[src/rtl/mc_ctrl_pkg.sv]
// Shared definitions for the handshaked multicycle controller: opcodes, ALU codes, FSM states.
package mc_ctrl_pkg;

    localparam logic [3:0] OPC_LOAD  = 4'h0;
    localparam logic [3:0] OPC_STORE = 4'h1;
    localparam logic [3:0] OPC_JUMP  = 4'h2;
    localparam logic [3:0] OPC_BRZ   = 4'h4;
    localparam logic [3:0] OPC_RTYPE = 4'h8;
    localparam logic [3:0] OPC_ADDI  = 4'hC;
    localparam logic [3:0] OPC_SUBI  = 4'hD;
    localparam logic [3:0] OPC_ANDI  = 4'hE;
    localparam logic [3:0] OPC_ORI   = 4'hF;

    localparam logic [2:0] ALU_AND = 3'b000;
    localparam logic [2:0] ALU_OR  = 3'b001;
    localparam logic [2:0] ALU_ADD = 3'b010;
    localparam logic [2:0] ALU_SUB = 3'b011;

    typedef enum logic [3:0] {
        ST_IF, ST_ID, ST_LD_MEM, ST_LD_WB, ST_ST, ST_JMP,
        ST_BRZ, ST_R_EX, ST_R_WB, ST_I_EX, ST_I_WB, ST_TRAP
    } state_e;

    // Immediate ops C..F differ only in their two low opcode bits.
    function automatic logic [2:0] imm_alu_op(input logic [1:0] sel);
        case (sel)
            2'b00:   return ALU_ADD;
            2'b01:   return ALU_SUB;
            2'b10:   return ALU_AND;
            default: return ALU_OR;
        endcase
    endfunction

endpackage

[src/rtl/mc_alu_decoder.sv]
// One-hot R-type func decode: ALU operation, write-back controls and an illegal flag.
module mc_alu_decoder
    import mc_ctrl_pkg::*;
#(
    parameter int FUNC_W  = 9,
    parameter int ALUOP_W = 3
) (
    input  logic [FUNC_W-1:0]  func,
    output logic [ALUOP_W-1:0] alu_operation,
    output logic               reg_write,
    output logic               reg_dst,
    output logic               illegal
);

    logic [2:0] op3;

    // Exact-match compare rejects zero, multiple and high bits in one step.
    always_comb begin
        op3       = ALU_ADD;
        reg_write = 1'b0;
        reg_dst   = 1'b0;
        illegal   = 1'b0;
        case (func)
            FUNC_W'(9'h001): begin op3 = 3'b101; reg_write = 1'b1; reg_dst = 1'b1; end
            FUNC_W'(9'h002): begin op3 = 3'b100; reg_write = 1'b1; end
            FUNC_W'(9'h004): begin op3 = 3'b010; reg_write = 1'b1; end
            FUNC_W'(9'h008): begin op3 = 3'b011; reg_write = 1'b1; end
            FUNC_W'(9'h010): begin op3 = 3'b000; reg_write = 1'b1; end
            FUNC_W'(9'h020): begin op3 = 3'b001; reg_write = 1'b1; end
            FUNC_W'(9'h040): begin op3 = 3'b110; reg_write = 1'b1; end
            FUNC_W'(9'h080): begin op3 = 3'b111; end
            default:         illegal = 1'b1;
        endcase
    end

    assign alu_operation = ALUOP_W'(op3);

endmodule

[src/rtl/mc_controller_hs.sv]
// Multicycle control FSM with req/ack memory handshake, bounded wait and sticky trap.
module mc_controller_hs
    import mc_ctrl_pkg::*;
#(
    parameter int OPC_W       = 4,
    parameter int FUNC_W      = 9,
    parameter int ALUOP_W     = 3,
    parameter int MEM_TIMEOUT = 15
) (
    input  logic               clk,
    input  logic               rst,
    input  logic [OPC_W-1:0]   opc,
    input  logic [FUNC_W-1:0]  func,
    input  logic               zero,
    input  logic               mem_ack,
    output logic               mem_req,
    output logic               mem_we,
    output logic               iord,
    output logic               ir_write,
    output logic               pc_load,
    output logic [1:0]         pc_src,
    output logic               alu_src_a,
    output logic [1:0]         alu_src_b,
    output logic [ALUOP_W-1:0] alu_operation,
    output logic               reg_dst,
    output logic               reg_write,
    output logic               mem_to_reg,
    output logic               fault
);

    localparam int               CNT_W   = $clog2(MEM_TIMEOUT + 1);
    localparam logic [CNT_W-1:0] CNT_MAX = CNT_W'(MEM_TIMEOUT);

    state_e             state_q, state_d;
    logic [CNT_W-1:0]   wait_q, wait_d;
    logic [ALUOP_W-1:0] r_op;
    logic               r_we, r_dst, func_illegal;
    logic [3:0]         opc_lo;
    logic               opc_hi_zero, mem_state, timeout;

    mc_alu_decoder #(.FUNC_W(FUNC_W), .ALUOP_W(ALUOP_W)) u_alu_dec (
        .func          (func),
        .alu_operation (r_op),
        .reg_write     (r_we),
        .reg_dst       (r_dst),
        .illegal       (func_illegal)
    );

    assign opc_lo      = opc[3:0];
    assign opc_hi_zero = ((opc >> 4) == '0);
    assign mem_state   = (state_q == ST_IF) || (state_q == ST_LD_MEM) || (state_q == ST_ST);
    // An ack arriving in the final allowed cycle still completes the access.
    assign timeout     = mem_state && !mem_ack && (wait_q == CNT_MAX);

    always_ff @(posedge clk or posedge rst) begin
        if (rst) begin
            state_q <= ST_IF;
            wait_q  <= '0;
        end else begin
            state_q <= state_d;
            wait_q  <= wait_d;
        end
    end

    always_comb begin
        state_d = state_q;
        unique case (state_q)
            ST_IF:     state_d = mem_ack ? ST_ID : (timeout ? ST_TRAP : ST_IF);
            ST_ID: begin
                state_d = ST_TRAP;
                if (opc_hi_zero) begin
                    case (opc_lo)
                        OPC_LOAD:  state_d = ST_LD_MEM;
                        OPC_STORE: state_d = ST_ST;
                        OPC_JUMP:  state_d = ST_JMP;
                        OPC_BRZ:   state_d = ST_BRZ;
                        OPC_RTYPE: state_d = ST_R_EX;
                        OPC_ADDI, OPC_SUBI, OPC_ANDI, OPC_ORI: state_d = ST_I_EX;
                        default:   state_d = ST_TRAP;
                    endcase
                end
            end
            ST_LD_MEM: state_d = mem_ack ? ST_LD_WB : (timeout ? ST_TRAP : ST_LD_MEM);
            ST_ST:     state_d = mem_ack ? ST_IF : (timeout ? ST_TRAP : ST_ST);
            ST_R_EX:   state_d = func_illegal ? ST_TRAP : ST_R_WB;
            ST_I_EX:   state_d = ST_I_WB;
            ST_TRAP:   state_d = ST_TRAP;
            ST_LD_WB, ST_JMP, ST_BRZ, ST_R_WB, ST_I_WB: state_d = ST_IF;
            default:   state_d = ST_IF;
        endcase

        wait_d = wait_q;
        if (state_d != state_q)
            wait_d = '0;
        else if (mem_state && !mem_ack && wait_q != CNT_MAX)
            wait_d = wait_q + 1'b1;
    end

    always_comb begin
        mem_req       = 1'b0;
        mem_we        = 1'b0;
        iord          = 1'b0;
        ir_write      = 1'b0;
        pc_load       = 1'b0;
        pc_src        = 2'b00;
        alu_src_a     = 1'b0;
        alu_src_b     = 2'b01;
        alu_operation = ALUOP_W'(ALU_ADD);
        reg_dst       = 1'b0;
        reg_write     = 1'b0;
        mem_to_reg    = 1'b0;
        fault         = 1'b0;
        unique case (state_q)
            ST_IF: begin
                mem_req  = 1'b1;
                ir_write = mem_ack;
                pc_load  = mem_ack;
            end
            ST_LD_MEM: begin
                mem_req = 1'b1;
                iord    = 1'b1;
            end
            ST_LD_WB: begin
                reg_write  = 1'b1;
                mem_to_reg = 1'b1;
            end
            ST_ST: begin
                mem_req = 1'b1;
                mem_we  = 1'b1;
                iord    = 1'b1;
            end
            ST_JMP: begin
                pc_src  = 2'b10;
                pc_load = 1'b1;
            end
            ST_BRZ: begin
                alu_src_a     = 1'b1;
                alu_src_b     = 2'b00;
                alu_operation = ALUOP_W'(ALU_SUB);
                pc_src        = 2'b01;
                pc_load       = zero;
            end
            ST_R_EX, ST_R_WB: begin
                alu_src_a     = 1'b1;
                alu_src_b     = 2'b00;
                alu_operation = r_op;
                reg_write     = (state_q == ST_R_WB) && r_we;
                reg_dst       = (state_q == ST_R_WB) && r_dst;
            end
            ST_I_EX, ST_I_WB: begin
                alu_src_a     = 1'b1;
                alu_src_b     = 2'b10;
                alu_operation = ALUOP_W'(imm_alu_op(opc_lo[1:0]));
                reg_write     = (state_q == ST_I_WB);
            end
            ST_TRAP:  fault = 1'b1;
            default:  ;
        endcase
    end

endmodule

[config.mk]
export PLATFORM = sky130hd
export DESIGN_NAME = mc_controller_hs
export DESIGN_NICKNAME = d
export VERILOG_FILES = /design/src/rtl/mc_ctrl_pkg.sv /design/src/rtl/mc_alu_decoder.sv /design/src/rtl/mc_controller_hs.sv
export SDC_FILE = /design/constraint.sdc
export NUM_CORES = 1
export LEC_CHECK = 0
export CORE_UTILIZATION = 49
export CTS_BUF_LIST = sky130_fd_sc_hd__clkbuf_8
export CTS_CLUSTER_SIZE = 16
export DETAILED_ROUTE_END_ITERATION = 6
export PLACE_DENSITY = 0.87
export SLEW_MARGIN = 20
export SYNTH_ARGS = -nofsm -noshare
export SYNTH_HDL_FRONTEND = slang
export SYNTH_SLANG_ARGS = --single-unit
[constraint.sdc]
create_clock -name clk -period 2.5 [get_ports clk]
set_input_delay 0.375 -clock clk [delete_from_list [all_inputs] [get_ports clk]]
set_output_delay 0.375 -clock clk [all_outputs]
set_load 0.03 [all_outputs]
==> qor.txt <==
RUN STATUS
-------------------------------------------------------------------------------------
Result of the run ...................................................... finished with violations
Failing checks ......................................................... negative setup slack

LAYOUT
-------------------------------------------------------------------------------------
Utilization after layout ...............................................        80.6%
Area Growth Syn to Fin .................................................        52.3%
Number of inserted diodes ..............................................            0
Final-stage net count ..................................................          232
Fraction of final layout cells with drive strength greater than 1 ......        26.9%

DETAILED ROUTING
-------------------------------------------------------------------------------------
Drt initial violations .................................................           58
Number of remaining DRC errors .........................................            0
Total iterations of the first detailed-routing run .....................            4
Post-detailed-route via-to-cell ratio ..................................         6.06
Number of vias after detailed routing ..................................         1431
WL/cell ................................................................      16.1 um
Antenna-violating nets left ............................................            0
Wire length reported by the detailed router ............................      3800 um

SYNTH
-------------------------------------------------------------------------------------
Number of synthesized flops with an enable pin .........................            0
Async SR Flop Fraction .................................................         100%
Syn Nets ...............................................................          176
Mean instance size in the synthesized netlist ..........................   7.67 sq um
Main flop type after synthesis .........................................      dfrtp_1
Yosys Warn Count .......................................................            0
Synth Register Bits ....................................................            8
Distinct cells, synth ..................................................           50
Fraction of the yosys area taken by sequential cells ...................        16.9%
Post-synthesis cell area ............................................... 0.00118 sq mm
Number of instances in the synthesized netlist .........................          154

TIMING
-------------------------------------------------------------------------------------
Final period util ......................................................         102%
Largest clock skew in the final design .................................   0.00137 ns
Fin crit period ........................................................      2.54 ns
Final-report setup violation count .....................................            1
Final hold viol count ..................................................            0
Fin worst setup slack ..................................................   -0.0378 ns
Peak clock frequency supported by timing ...............................    0.394 GHz
Number of pins with negative max-slew slack in the final report ........            0
Max_slew headroom ......................................................        68.3%
RSZ-0062 raised after global routing ...................................         true
Final setup TNS ........................................................   -0.0378 ns
Transition time at the pin with the least slew margin ..................     0.471 ns

JOB
-------------------------------------------------------------------------------------
Count of maximum capacitance violations ................................            0

GLOBAL ROUTE
-------------------------------------------------------------------------------------
Final global-route overflow total ......................................            0
Via count of the first global-routing pass .............................         1353
Initial antenna violation count ........................................            0
Maximum number of pins on one net before global-route repair ...........           13
Aggregate global-route resource usage ..................................        29.4%
Wire length of the first global-routing pass ...........................      5880 um

DIE
-------------------------------------------------------------------------------------
I/O Pins ...............................................................           34
Cell Rows ..............................................................           17
Die width ..............................................................      51.1 um
Core Footprint ......................................................... 0.00223 sq mm
Die ar. ................................................................ 0.00261 sq mm
Initial Util ...........................................................        52.9%
Vert. Die Dim ..........................................................      51.1 um

POWER AND IR DROP
-------------------------------------------------------------------------------------
Power per unit of standard cell area ...................................  760 mW/mm^2
Worst vdd ir ...........................................................     0.652 mV
Leakage component of the power .........................................     0.803 nW

CLOCK TREE
-------------------------------------------------------------------------------------
Clock-pin slew of the registers on the worst-case setup and hold paths .      0.04 ns
Root buffer cell .......................................................     clkbuf_8
Total CTS buffers ......................................................            3
Bufs on Longest Clock Path .............................................            2
Hold Buf Count CTS .....................................................            0
Clock tree from TritonCTS ..............................................          yes
Insertion delay of the later-clocked pin in the worst-skew pair ........      0.22 ns
CTS HTree Levels .......................................................            1
TritonCTS Sinks ........................................................            8

SETUP PATH
-------------------------------------------------------------------------------------
Critical register-to-register path endpoint ............................ wait_q[0]$_DFFE_PP0P_
Crit Reg-Reg Startpoint ................................................ state_q[1]$_DFF_PP0_
Critical path arrival ..................................................      2.16 ns
Peak fanout along the critical path ....................................            4
Category of the worst setup path capture point .........................   output pin
Data required time of the critical path ................................      2.12 ns
Worst setup SP type ....................................................   input port
Cell count of the worst reg-to-reg path ................................            7
Worst setup path class .................................................    in -> out
Worst reg-to-reg setup slack ...........................................      0.25 ns

PLACEMENT
-------------------------------------------------------------------------------------
I/O Buffers ............................................................           33
Final HPWL DP ..........................................................      2790 um
GPL Wtd Cong ...........................................................        0.914

HOLD PATH
-------------------------------------------------------------------------------------
Worst hold-check path type .............................................  in -> async

## layout make-up
class	count	area [sq um]
clock buffer	3	41.3
fill	145	434
inverter	6	22.5
multi-input combinational	133	967
sequential	8	201
tap	28	35.0
timing repair buffer	58	532
## routing by layer
layer  up-vias  GRT usage, %  share of wire (%)
li1        674             -                  -
met1       682          37.0                 42
met2        67          50.4                 51
met3         8          4.46                5.9
met4         0          9.72                1.4
met5         -             0                  0
## power breakdown
group / leakage [nW] / switching [mW] / internal, mW / total, mW
Combinational: 0.675 / 0.547 / 0.422 / 0.969
Clock: 0.0216 / 0.0501 / 0.104 / 0.154
Sequential: 0.106 / 0.0807 / 0.164 / 0.245
## Yosys cell counts (2+ instances only)
master | instances | area share, %
dfrtp_1 | 8 | 17
nand3_1 | 4 | 1.7
or2_2 | 2 | 1.1
and4b_1 | 2 | 1.7
nand2_1 | 17 | 5.4
inv_1 | 6 | 1.9
nand3b_1 | 2 | 1.3
nor2_1 | 17 | 5.4
xnor2_1 | 3 | 2.2
a221oi_1 | 2 | 1.5
ha_1 | 5 | 5.3
and3_1 | 2 | 1.1
mux2i_1 | 2 | 1.7
o221ai_1 | 2 | 1.5
nor3_2 | 2 | 1.7
buf_4 | 3 | 1.9
o21ai_0 | 9 | 3.8
nor3_1 | 9 | 3.8
buf_2 | 3 | 1.3
o21ai_1 | 2 | 0.85
nand2b_1 | 3 | 1.6
a21o_1 | 2 | 1.3
o211ai_1 | 3 | 1.9
xor2_1 | 7 | 5.2
a21oi_1 | 8 | 3.4
a31oi_1 | 5 | 2.6
## what timing repair did
item,CTS,global route
pin swaps,0,5
gates cloned,0,0
hold endpoints to repair,0,0
setup endpoints to repair,2,10
setup buffers,1,0
resized for setup,5,15
## layout by cell type, fill, tap and decap left out, drive strengths merged, types with 3 or more instances in the layout
cell / Yosys / routed
clkbuf: 1 / 3
nand3: 4 / 4
xor2: 7 / 7
clkdlybuf4s50: 0 / 21
xnor2: 3 / 3
nor2: 18 / 18
ha: 5 / 5
dlygate4sd2: 0 / 3
buf: 6 / 30
inv: 6 / 6
o211ai: 3 / 3
dfrtp: 8 / 8
dlymetal6s2s: 0 / 4
a21oi: 8 / 8
nor3: 11 / 11
a31oi: 5 / 5
nand2b: 4 / 4
nand2: 17 / 17
o21ai: 11 / 11
## cells by family after synthesis
kind of cell	Yosys count	synth area share, %
AOI/OAI and AO/OA	42	27.0
and+or+nand+nor	73	35.3
adders and majority gates	5	5.30
buffers and inverters	13	5.40
xor gates and xnor gates	10	7.42
DFF	8	16.9
muxes	3	2.65
## worst max-delay path, stage by stage
cell and delay, ns:
clkdlybuf4s50_1 0.62, xor2_1 0.14, o21ai_0 0.42, o32ai_4 0.17, o211ai_1 0.21, nand2b_1 0.09
buf_6 0.14
## flip-flops by register name, indices dropped and copies added (netlist names)
register / cells
wait_q: 4
state_q: 4
## how the worst max path moves through the flow
stage	from	to	slack (ns)
after floorplan	func[7]	alu_operation[0]	0.11
after global placement	opc[1]	wait_q[1]$_DFFE_PP0P_	-0.05
after detailed placement	opc[1]	wait_q[1]$_DFFE_PP0P_	-0.15
after CTS	func[4]	reg_write	0.01
after global routing	func[5]	reg_write	-0.07
final	func[5]	reg_write	-0.04
## per-stage QoR
step | instance area [sq um] | total power, mW | setup WS [ns] | hold WS (ns) | instances
floorplan | 1180 | 0.844 | 0.112 | 0.191 | 154
global placement | 1690 | 1.15 | -0.0453 | 0.536 | 232
detailed placement | 1690 | 1.17 | -0.150 | 0.560 | 232
CTS | 1740 | 1.33 | 0.0100 | 0.407 | 236
global route | 1800 | 1.45 | -0.0725 | 0.451 | 236
finish | 1800 | 1.37 | -0.0378 | 0.401 | 236
Power figures use the tool's default switching activity.
